## src/rtl/tile_map_renderer_if.sv

```systemverilog
// Control, tile-memory and pixel-stream signals of the tile-map renderer.
// The renderer takes the master side; the map memory and display path take the slave side.
interface tile_map_renderer_if #(
  parameter int unsigned ADDR_BITS = 11,
  parameter int unsigned X_BITS    = 8,
  parameter int unsigned Y_BITS    = 7,
  parameter int unsigned CBIT      = 11
);
  logic                 start;
  logic                 hold;
  logic [CBIT:0]        wall_color;
  logic [CBIT:0]        floor_color;
  logic [ADDR_BITS-1:0] map_addr;
  logic                 map_q;
  logic [X_BITS-1:0]    vga_x;
  logic [Y_BITS-1:0]    vga_y;
  logic [CBIT:0]        vga_color;
  logic                 plot;
  logic                 busy;
  logic                 done;

  modport master (
    input  start, hold, wall_color, floor_color, map_q,
    output map_addr, vga_x, vga_y, vga_color, plot, busy, done
  );

  modport slave (
    output start, hold, wall_color, floor_color, map_q,
    input  map_addr, vga_x, vga_y, vga_color, plot, busy, done
  );
endinterface

```

## src/rtl/tile_map_renderer.sv

```systemverilog
// Tile-map rasteriser: scans a MAP_W x MAP_H tile map one tile at a time and streams
// TILE x TILE pixel squares, aligning coordinates with the map memory read latency.
module tile_map_renderer #(
  parameter int unsigned TILE      = 4,
  parameter int unsigned MAP_W     = 29,
  parameter int unsigned MAP_H     = 13,
  parameter int unsigned ADDR_BITS = 11,
  parameter int unsigned X_BITS    = 8,
  parameter int unsigned Y_BITS    = 7,
  parameter int unsigned CBIT      = 11,
  parameter int unsigned RD_LAT    = 1,
  parameter int unsigned ORIGIN_X  = 0,
  parameter int unsigned ORIGIN_Y  = 0
) (
  input  logic                clock,
  input  logic                reset,
  tile_map_renderer_if.master bus
);
  localparam int unsigned TSH = $clog2(TILE);
  localparam int unsigned DW  = (TILE  > 1) ? $clog2(TILE)  : 1;
  localparam int unsigned TXW = (MAP_W > 1) ? $clog2(MAP_W) : 1;
  localparam int unsigned TYW = (MAP_H > 1) ? $clog2(MAP_H) : 1;
  localparam int unsigned CW  = CBIT + 1;

  typedef enum logic [1:0] {IDLE, SCAN, DRAIN, FIN} state_t;

  state_t               state_q, state_d;
  logic [DW-1:0]        dx_q, dx_d, dy_q, dy_d;
  logic [TXW-1:0]       tx_q, tx_d;
  logic [TYW-1:0]       ty_q, ty_d;
  logic [ADDR_BITS-1:0] row_q, row_d;
  logic [ADDR_BITS-1:0] map_addr_q, map_addr_d;
  logic [X_BITS-1:0]    px_q [0:RD_LAT];
  logic [X_BITS-1:0]    px_d [0:RD_LAT];
  logic [Y_BITS-1:0]    py_q [0:RD_LAT];
  logic [Y_BITS-1:0]    py_d [0:RD_LAT];
  logic [RD_LAT:0]      pv_q, pv_d;
  logic [X_BITS-1:0]    vga_x_q, vga_x_d;
  logic [Y_BITS-1:0]    vga_y_q, vga_y_d;
  logic [CW-1:0]        vga_color_q, vga_color_d;
  logic                 plot_q, plot_d;
  logic                 busy_q, busy_d;
  logic                 done_q, done_d;
  logic                 issue_c, last_pix_c, drained_c;

  always_comb begin
    state_d     = state_q;
    dx_d        = dx_q;
    dy_d        = dy_q;
    tx_d        = tx_q;
    ty_d        = ty_q;
    row_d       = row_q;
    map_addr_d  = map_addr_q;
    px_d        = px_q;
    py_d        = py_q;
    pv_d        = pv_q;
    vga_x_d     = vga_x_q;
    vga_y_d     = vga_y_q;
    vga_color_d = vga_color_q;
    plot_d      = 1'b0;
    busy_d      = busy_q;
    done_d      = 1'b0;
    issue_c     = 1'b0;

    last_pix_c = (dx_q == DW'(TILE - 1)) && (dy_q == DW'(TILE - 1)) &&
                 (tx_q == TXW'(MAP_W - 1)) && (ty_q == TYW'(MAP_H - 1));
    // Frame is drained once no valid pixel sits in the pipe or the output stage.
    drained_c  = (pv_q == '0) && !plot_q;

    if (!bus.hold) begin
      case (state_q)
        IDLE: if (bus.start) begin
          issue_c = 1'b1;
          busy_d  = 1'b1;
          state_d = last_pix_c ? DRAIN : SCAN;
        end
        SCAN: begin
          issue_c = 1'b1;
          if (last_pix_c) state_d = DRAIN;
        end
        DRAIN: if (drained_c) state_d = FIN;
        FIN: begin
          done_d  = 1'b1;
          busy_d  = 1'b0;
          state_d = IDLE;
        end
        default: state_d = IDLE;
      endcase

      pv_d[0] = issue_c;
      if (issue_c) begin
        map_addr_d = ADDR_BITS'(32'(row_q) + 32'(tx_q));
        px_d[0]    = X_BITS'(ORIGIN_X + (32'(tx_q) << TSH) + 32'(dx_q));
        py_d[0]    = Y_BITS'(ORIGIN_Y + (32'(ty_q) << TSH) + 32'(dy_q));
        // dx fastest, then dy, tx, ty; row_q tracks ty*MAP_W without a multiplier.
        if (dx_q == DW'(TILE - 1)) begin
          dx_d = '0;
          if (dy_q == DW'(TILE - 1)) begin
            dy_d = '0;
            if (tx_q == TXW'(MAP_W - 1)) begin
              tx_d = '0;
              if (ty_q == TYW'(MAP_H - 1)) begin
                ty_d  = '0;
                row_d = '0;
              end else begin
                ty_d  = ty_q + TYW'(1);
                row_d = ADDR_BITS'(32'(row_q) + MAP_W);
              end
            end else begin
              tx_d = tx_q + TXW'(1);
            end
          end else begin
            dy_d = dy_q + DW'(1);
          end
        end else begin
          dx_d = dx_q + DW'(1);
        end
      end

      for (int unsigned i = 1; i <= RD_LAT; i++) begin
        px_d[i] = px_q[i-1];
        py_d[i] = py_q[i-1];
        pv_d[i] = pv_q[i-1];
      end

      // Output stage meets map_q exactly RD_LAT cycles after its address.
      if (pv_q[RD_LAT]) begin
        vga_x_d     = px_q[RD_LAT];
        vga_y_d     = py_q[RD_LAT];
        vga_color_d = bus.map_q ? bus.wall_color : bus.floor_color;
        plot_d      = 1'b1;
      end
    end
  end

  always_ff @(posedge clock or posedge reset) begin
    if (reset) begin
      state_q     <= IDLE;
      dx_q        <= '0;
      dy_q        <= '0;
      tx_q        <= '0;
      ty_q        <= '0;
      row_q       <= '0;
      map_addr_q  <= '0;
      for (int unsigned i = 0; i <= RD_LAT; i++) begin
        px_q[i] <= '0;
        py_q[i] <= '0;
      end
      pv_q        <= '0;
      vga_x_q     <= '0;
      vga_y_q     <= '0;
      vga_color_q <= '0;
      plot_q      <= 1'b0;
      busy_q      <= 1'b0;
      done_q      <= 1'b0;
    end else begin
      state_q     <= state_d;
      dx_q        <= dx_d;
      dy_q        <= dy_d;
      tx_q        <= tx_d;
      ty_q        <= ty_d;
      row_q       <= row_d;
      map_addr_q  <= map_addr_d;
      px_q        <= px_d;
      py_q        <= py_d;
      pv_q        <= pv_d;
      vga_x_q     <= vga_x_d;
      vga_y_q     <= vga_y_d;
      vga_color_q <= vga_color_d;
      plot_q      <= plot_d;
      busy_q      <= busy_d;
      done_q      <= done_d;
    end
  end

  assign bus.map_addr  = map_addr_q;
  assign bus.vga_x     = vga_x_q;
  assign bus.vga_y     = vga_y_q;
  assign bus.vga_color = vga_color_q;
  assign bus.plot      = plot_q;
  assign bus.busy      = busy_q;
  assign bus.done      = done_q;
endmodule

```

## src/flat_wrapper.sv

```systemverilog
// flat-port wrapper written by rule: the top's interface ports become plain ports
module tile_map_renderer_flat 
#(
  parameter int unsigned TILE      = 4,
  parameter int unsigned MAP_W     = 29,
  parameter int unsigned MAP_H     = 13,
  parameter int unsigned ADDR_BITS = 11,
  parameter int unsigned X_BITS    = 8,
  parameter int unsigned Y_BITS    = 7,
  parameter int unsigned CBIT      = 11,
  parameter int unsigned RD_LAT    = 1,
  parameter int unsigned ORIGIN_X  = 0,
  parameter int unsigned ORIGIN_Y  = 0
)
  (clock, reset, bus_start, bus_hold, bus_wall_color, bus_floor_color, bus_map_q, bus_map_addr, bus_vga_x, bus_vga_y, bus_vga_color, bus_plot, bus_busy, bus_done);
  tile_map_renderer_if #(.ADDR_BITS(ADDR_BITS), .X_BITS(X_BITS), .Y_BITS(Y_BITS), .CBIT(CBIT)) bus_i ();
  input  logic clock;
  input  logic reset;
  input wire logic [$bits(bus_i.start)-1:0] bus_start;
  input wire logic [$bits(bus_i.hold)-1:0] bus_hold;
  input wire logic [$bits(bus_i.wall_color)-1:0] bus_wall_color;
  input wire logic [$bits(bus_i.floor_color)-1:0] bus_floor_color;
  input wire logic [$bits(bus_i.map_q)-1:0] bus_map_q;
  output wire logic [$bits(bus_i.map_addr)-1:0] bus_map_addr;
  output wire logic [$bits(bus_i.vga_x)-1:0] bus_vga_x;
  output wire logic [$bits(bus_i.vga_y)-1:0] bus_vga_y;
  output wire logic [$bits(bus_i.vga_color)-1:0] bus_vga_color;
  output wire logic [$bits(bus_i.plot)-1:0] bus_plot;
  output wire logic [$bits(bus_i.busy)-1:0] bus_busy;
  output wire logic [$bits(bus_i.done)-1:0] bus_done;
  assign bus_i.start = bus_start;
  assign bus_i.hold = bus_hold;
  assign bus_i.wall_color = bus_wall_color;
  assign bus_i.floor_color = bus_floor_color;
  assign bus_i.map_q = bus_map_q;
  assign bus_map_addr = bus_i.map_addr;
  assign bus_vga_x = bus_i.vga_x;
  assign bus_vga_y = bus_i.vga_y;
  assign bus_vga_color = bus_i.vga_color;
  assign bus_plot = bus_i.plot;
  assign bus_busy = bus_i.busy;
  assign bus_done = bus_i.done;
  tile_map_renderer #(.TILE(TILE), .MAP_W(MAP_W), .MAP_H(MAP_H), .ADDR_BITS(ADDR_BITS), .X_BITS(X_BITS), .Y_BITS(Y_BITS), .CBIT(CBIT), .RD_LAT(RD_LAT), .ORIGIN_X(ORIGIN_X), .ORIGIN_Y(ORIGIN_Y)) u_core (.clock(clock), .reset(reset), .bus(bus_i));
endmodule
```

## config.mk

```make
export PLATFORM = sky130hd
export DESIGN_NAME = tile_map_renderer_flat
export DESIGN_NICKNAME = d
export VERILOG_FILES = /design/src/rtl/tile_map_renderer_if.sv /design/src/rtl/tile_map_renderer.sv /design/src/flat_wrapper.sv
export SDC_FILE = /design/constraint.sdc
export NUM_CORES = 1
export LEC_CHECK = 0
export BUFFER_PORTS_ARGS = -buffer_cell sky130_fd_sc_hd__buf_4
export CAP_MARGIN = 20
export CORE_MARGIN = 2
export CORE_UTILIZATION = 45
export CTS_CLUSTER_SIZE = 40
export DETAILED_ROUTE_END_ITERATION = 10
export PLACE_DENSITY = 0.68
export SLEW_MARGIN = 20
export SYNTH_ARGS = -nofsm -noshare
export SYNTH_HDL_FRONTEND = slang
export SYNTH_SLANG_ARGS = --single-unit
```

## constraint.sdc

```tcl
create_clock -name clock -period 2.98 [get_ports clock]
set_input_delay 0.596 -clock clock [delete_from_list [all_inputs] [get_ports clock]]
set_output_delay 0.596 -clock clock [all_outputs]
set_load 0.02 [all_outputs]
```

==> summary.md <==
| Metric | Value |
|---|---|
| Largest cells by area after synthesis | dfrtp_1 53%, mux2_2 7.4%, nand2_1 6.6% |
| Tot GR Track Use | 17.8% |
| Hold Vio Cnt, Final | 0 |
| Final Critical Period | approximately 2300 ps |
| Dominant synthesized flop cell | dfrtp_1 |
| Hold/Removal Path Class | in2async |
| Synth Area in Compound Gates | 11.7% |
| Post-CTS setup buffers | 0 |
| Relative slew slack | 42.2% |
| Critical Path AT | 2570 ps |
| # rows | 36 |
| Achievable clock frequency | 438 MHz |
| Final setup viols | 0 |
| Die Wd | roughly 100 um |
| Seq cells post-synth | 93 |
| Dpl hpwl | 6.54 mm |
| Sequential Area | 2330 um2 |
| Peak VDD IR | 0.294 mV |
| Slowest cell on crit path | or4b_2 |
| Req. time, crit path | between 3000 and 4000 ps |
| Final Slew Violations | 0 |
| Mux cell area share after synthesis | 10.8% |
| Final hold slack | 326 ps |
| Async S/R FF share, synth | 100% |
| Detailed Routing Iterations Pass 1 | 4 |
| Mapped Area | about 4400 um2 |
| GP Congestion | 0.901 |
| Final Util | a little over half |
| Synth unique cells | 52 |
| Most frequent cell after synthesis | dfrtp_1 |
| H-tree levels | 3 |
| Core ar. | between 9000 and 10000 um2 |
| CTS tree | built |
| Unrepaired setup endpoints after global routing | no |
| Total power per unit cell area | 785 nW/um2 |
| Layout cells sized above 1 | 25.0% |
| Cell taking the most area after synthesis | dfrtp_1 |
| Syn_area_per_cell | 10.5 um2 |
| Outcome | finished clean |
| Post-placement setup slack | around 600 ps |
| Most instantiated cells after synthesis | 93 x dfrtp_1, 78 x nand2_1, 43 x o21ai_0 |
| Post-route DRC | 0 |
| CP max stage delay | approximately 760 ps |
| Post-synth EDFFs | 0 |
| Grt total ovfl | 0 |
| Full die area | roughly 11000 um2 |
| Synth top area share | 52.7% |
| Largest net degree at the start of global routing | 44 |
| Deepest clock path buffer count | 2 |
| # hold bufs at CTS | 0 |
| Final period util | 76.7% |
| Antenna violations before repair | 0 |
| Tightest Pin Transition | 861 ps |
| Min setup slack post-route | 695 ps |
| Leakage | 0.00255 uW |
| CP Capture Type | flop |
| Die Y | 103 um |
| Via count | 3303 |
| Initial Util | 45.8% |
| Area share of fa/ha/maj cells after synthesis | about 5.3% |
| Overall power | a little over 4000 uW |
| Critical path type | reg2reg |
| Simple-Gate Fraction of Synth Area | 15.1% |
| Vias in the first global route | around 3.2k |
| Initial DRC count | 89 |
| Worst Clk Skew | 13.7 ps |
| Worst skew pair latency | 370 ps |
| First-pass GRT wire length | 14.8 mm |
| Final ANT Viol Nets | 0 |
| Worst-path fanout max | 18 |
| Final TNS setup | 0 ps |
| Ports | 70 |
| Seq/Total Area, Yosys | 52.7% |
| Total wire length | approximately 8.9 mm |
| Crit start category | flop |
| Routed WL per cell | between 10 and 15 um |
| CP cell instances | inv_1 > ha_1 > a21o_1 > nand2_1 > or4b_2 > nand3_1 |
| CTS buffer count | 9 |
| Synth-to-layout area growth | 18.8% |
| Fillers | 870 |
| Max Cap Viol | 0 |
| Main combinational cell family by area after synthesis | simple AND/OR/NAND/NOR gates |
| Clk root buf | clkbuf_8 |
| CTS sink count | 93 |
| Area of the multi-input gates | 1940 um2 |
| Post-CTS sizing | 0 |
| Fin nets | between 500 and 600 |
| Antenna cells | 0 |
| # port buffers | 67 |
| Synth Area in XOR/XNOR | 0.793% |
| CTS clk-pin slew, worst paths | 100 ps |
| YS warnings | 0 |
| Vias per inst | 5.28 |
| Syn Inst Count | 422 |
## flip-flops by register name (all words and copies together) (netlist names), 4 cells and up
name / count
u_core.px_q: 14
u_core.bus.vga_y: 6
u_core.ty_q: 4
u_core.bus.vga_color: 12
u_core.py_q: 12
u_core.row_q: 11
u_core.bus.map_addr: 11
u_core.bus.vga_x: 7
u_core.tx_q: 5
## cell type report
type / instances / area share, %
clock buffer: 10 / 2.62
clock inverter: 6 / 1.03
inverter: 16 / 1.22
multi-input combinational: 294 / 36.9
sequential: 93 / 44.4
tap: 133 / 3.17
timing repair buffer: 73 / 10.7
## metal layers
layer  vias up  part of all wire [%]  GRT usage, %
met5         -                     0             0
met4         0                   1.3          6.07
met3        11                   5.0          4.14
met2        79                    48          30.4
met1      1600                    46          22.4
li1       1613                     -             -
## per-stage QoR
step | std cells | instance area, um2
2_1_floorplan | 423 | 4420
3_3_place_gp | 609 | 5050
3_5_place_dp | 609 | 5050
4_1_cts | 625 | 5250
5_1_grt | 625 | 5250
6_report | 625 | 5250
## cells in the final DEF (no fill, tap or decap), types with 14 or more instances in the layout
cell,count
dfrtp_1,93
nand2_1,78
buf_4,72
o21ai_0,43
mux2_2,29
ha_1,17
nand3_1,16
inv_1,15
mux2i_1,15
a21oi_1,14
## report_power, final
part           total [uW]  internal, uW  leakage (uW)  switching (uW)
registers            1880          1650       0.00118             235
logic                1430           636       0.00128             792
clock network         809           341     0.0000954             468
total                4120          2620       0.00255            1500
## worst max-delay path, delay by kind of cell (launching register included)
family / cells / cell delay [ps]
and+or+nand+nor: 3 / 1250
adders and majority gates: 1 / 210
buffers and inverters: 1 / 120
DFF: 1 / 420
AOI/OAI and AO/OA: 1 / 220
## logic make-up after synthesis
group,count (synthesis)
and+or+nand+nor,140
DFF,93
AOI/OAI and AO/OA,86
muxes,44
buffers and inverters,36
adders and majority gates,18
xor gates and xnor gates,4
other,1
## final timing paths
kind                            slack [ps]                          start  cells after the start                            endpoint
worst max-delay path                   690  u_core.state_q[0]$_DFFE_PP0P_                      6  u_core.bus.map_addr[9]$_DFFE_PP0P_
worst max register to register         690  u_core.state_q[0]$_DFFE_PP0P_                      6  u_core.bus.map_addr[9]$_DFFE_PP0P_
min in group clock                     480     u_core.px_q[9]$_DFFE_PP0P_                      2          u_core.px_q[9]$_DFFE_PP0P_
worst min register to register         480     u_core.px_q[9]$_DFFE_PP0P_                      2          u_core.px_q[9]$_DFFE_PP0P_
worst min-delay path                   330                          reset                      2     u_core.bus.vga_y[4]$_DFFE_PP0P_
max in group asynchronous             1960                          reset                      3         u_core.row_q[5]$_DFFE_PP0P_
No activity file was read; power rests on OpenSTA's default activity.
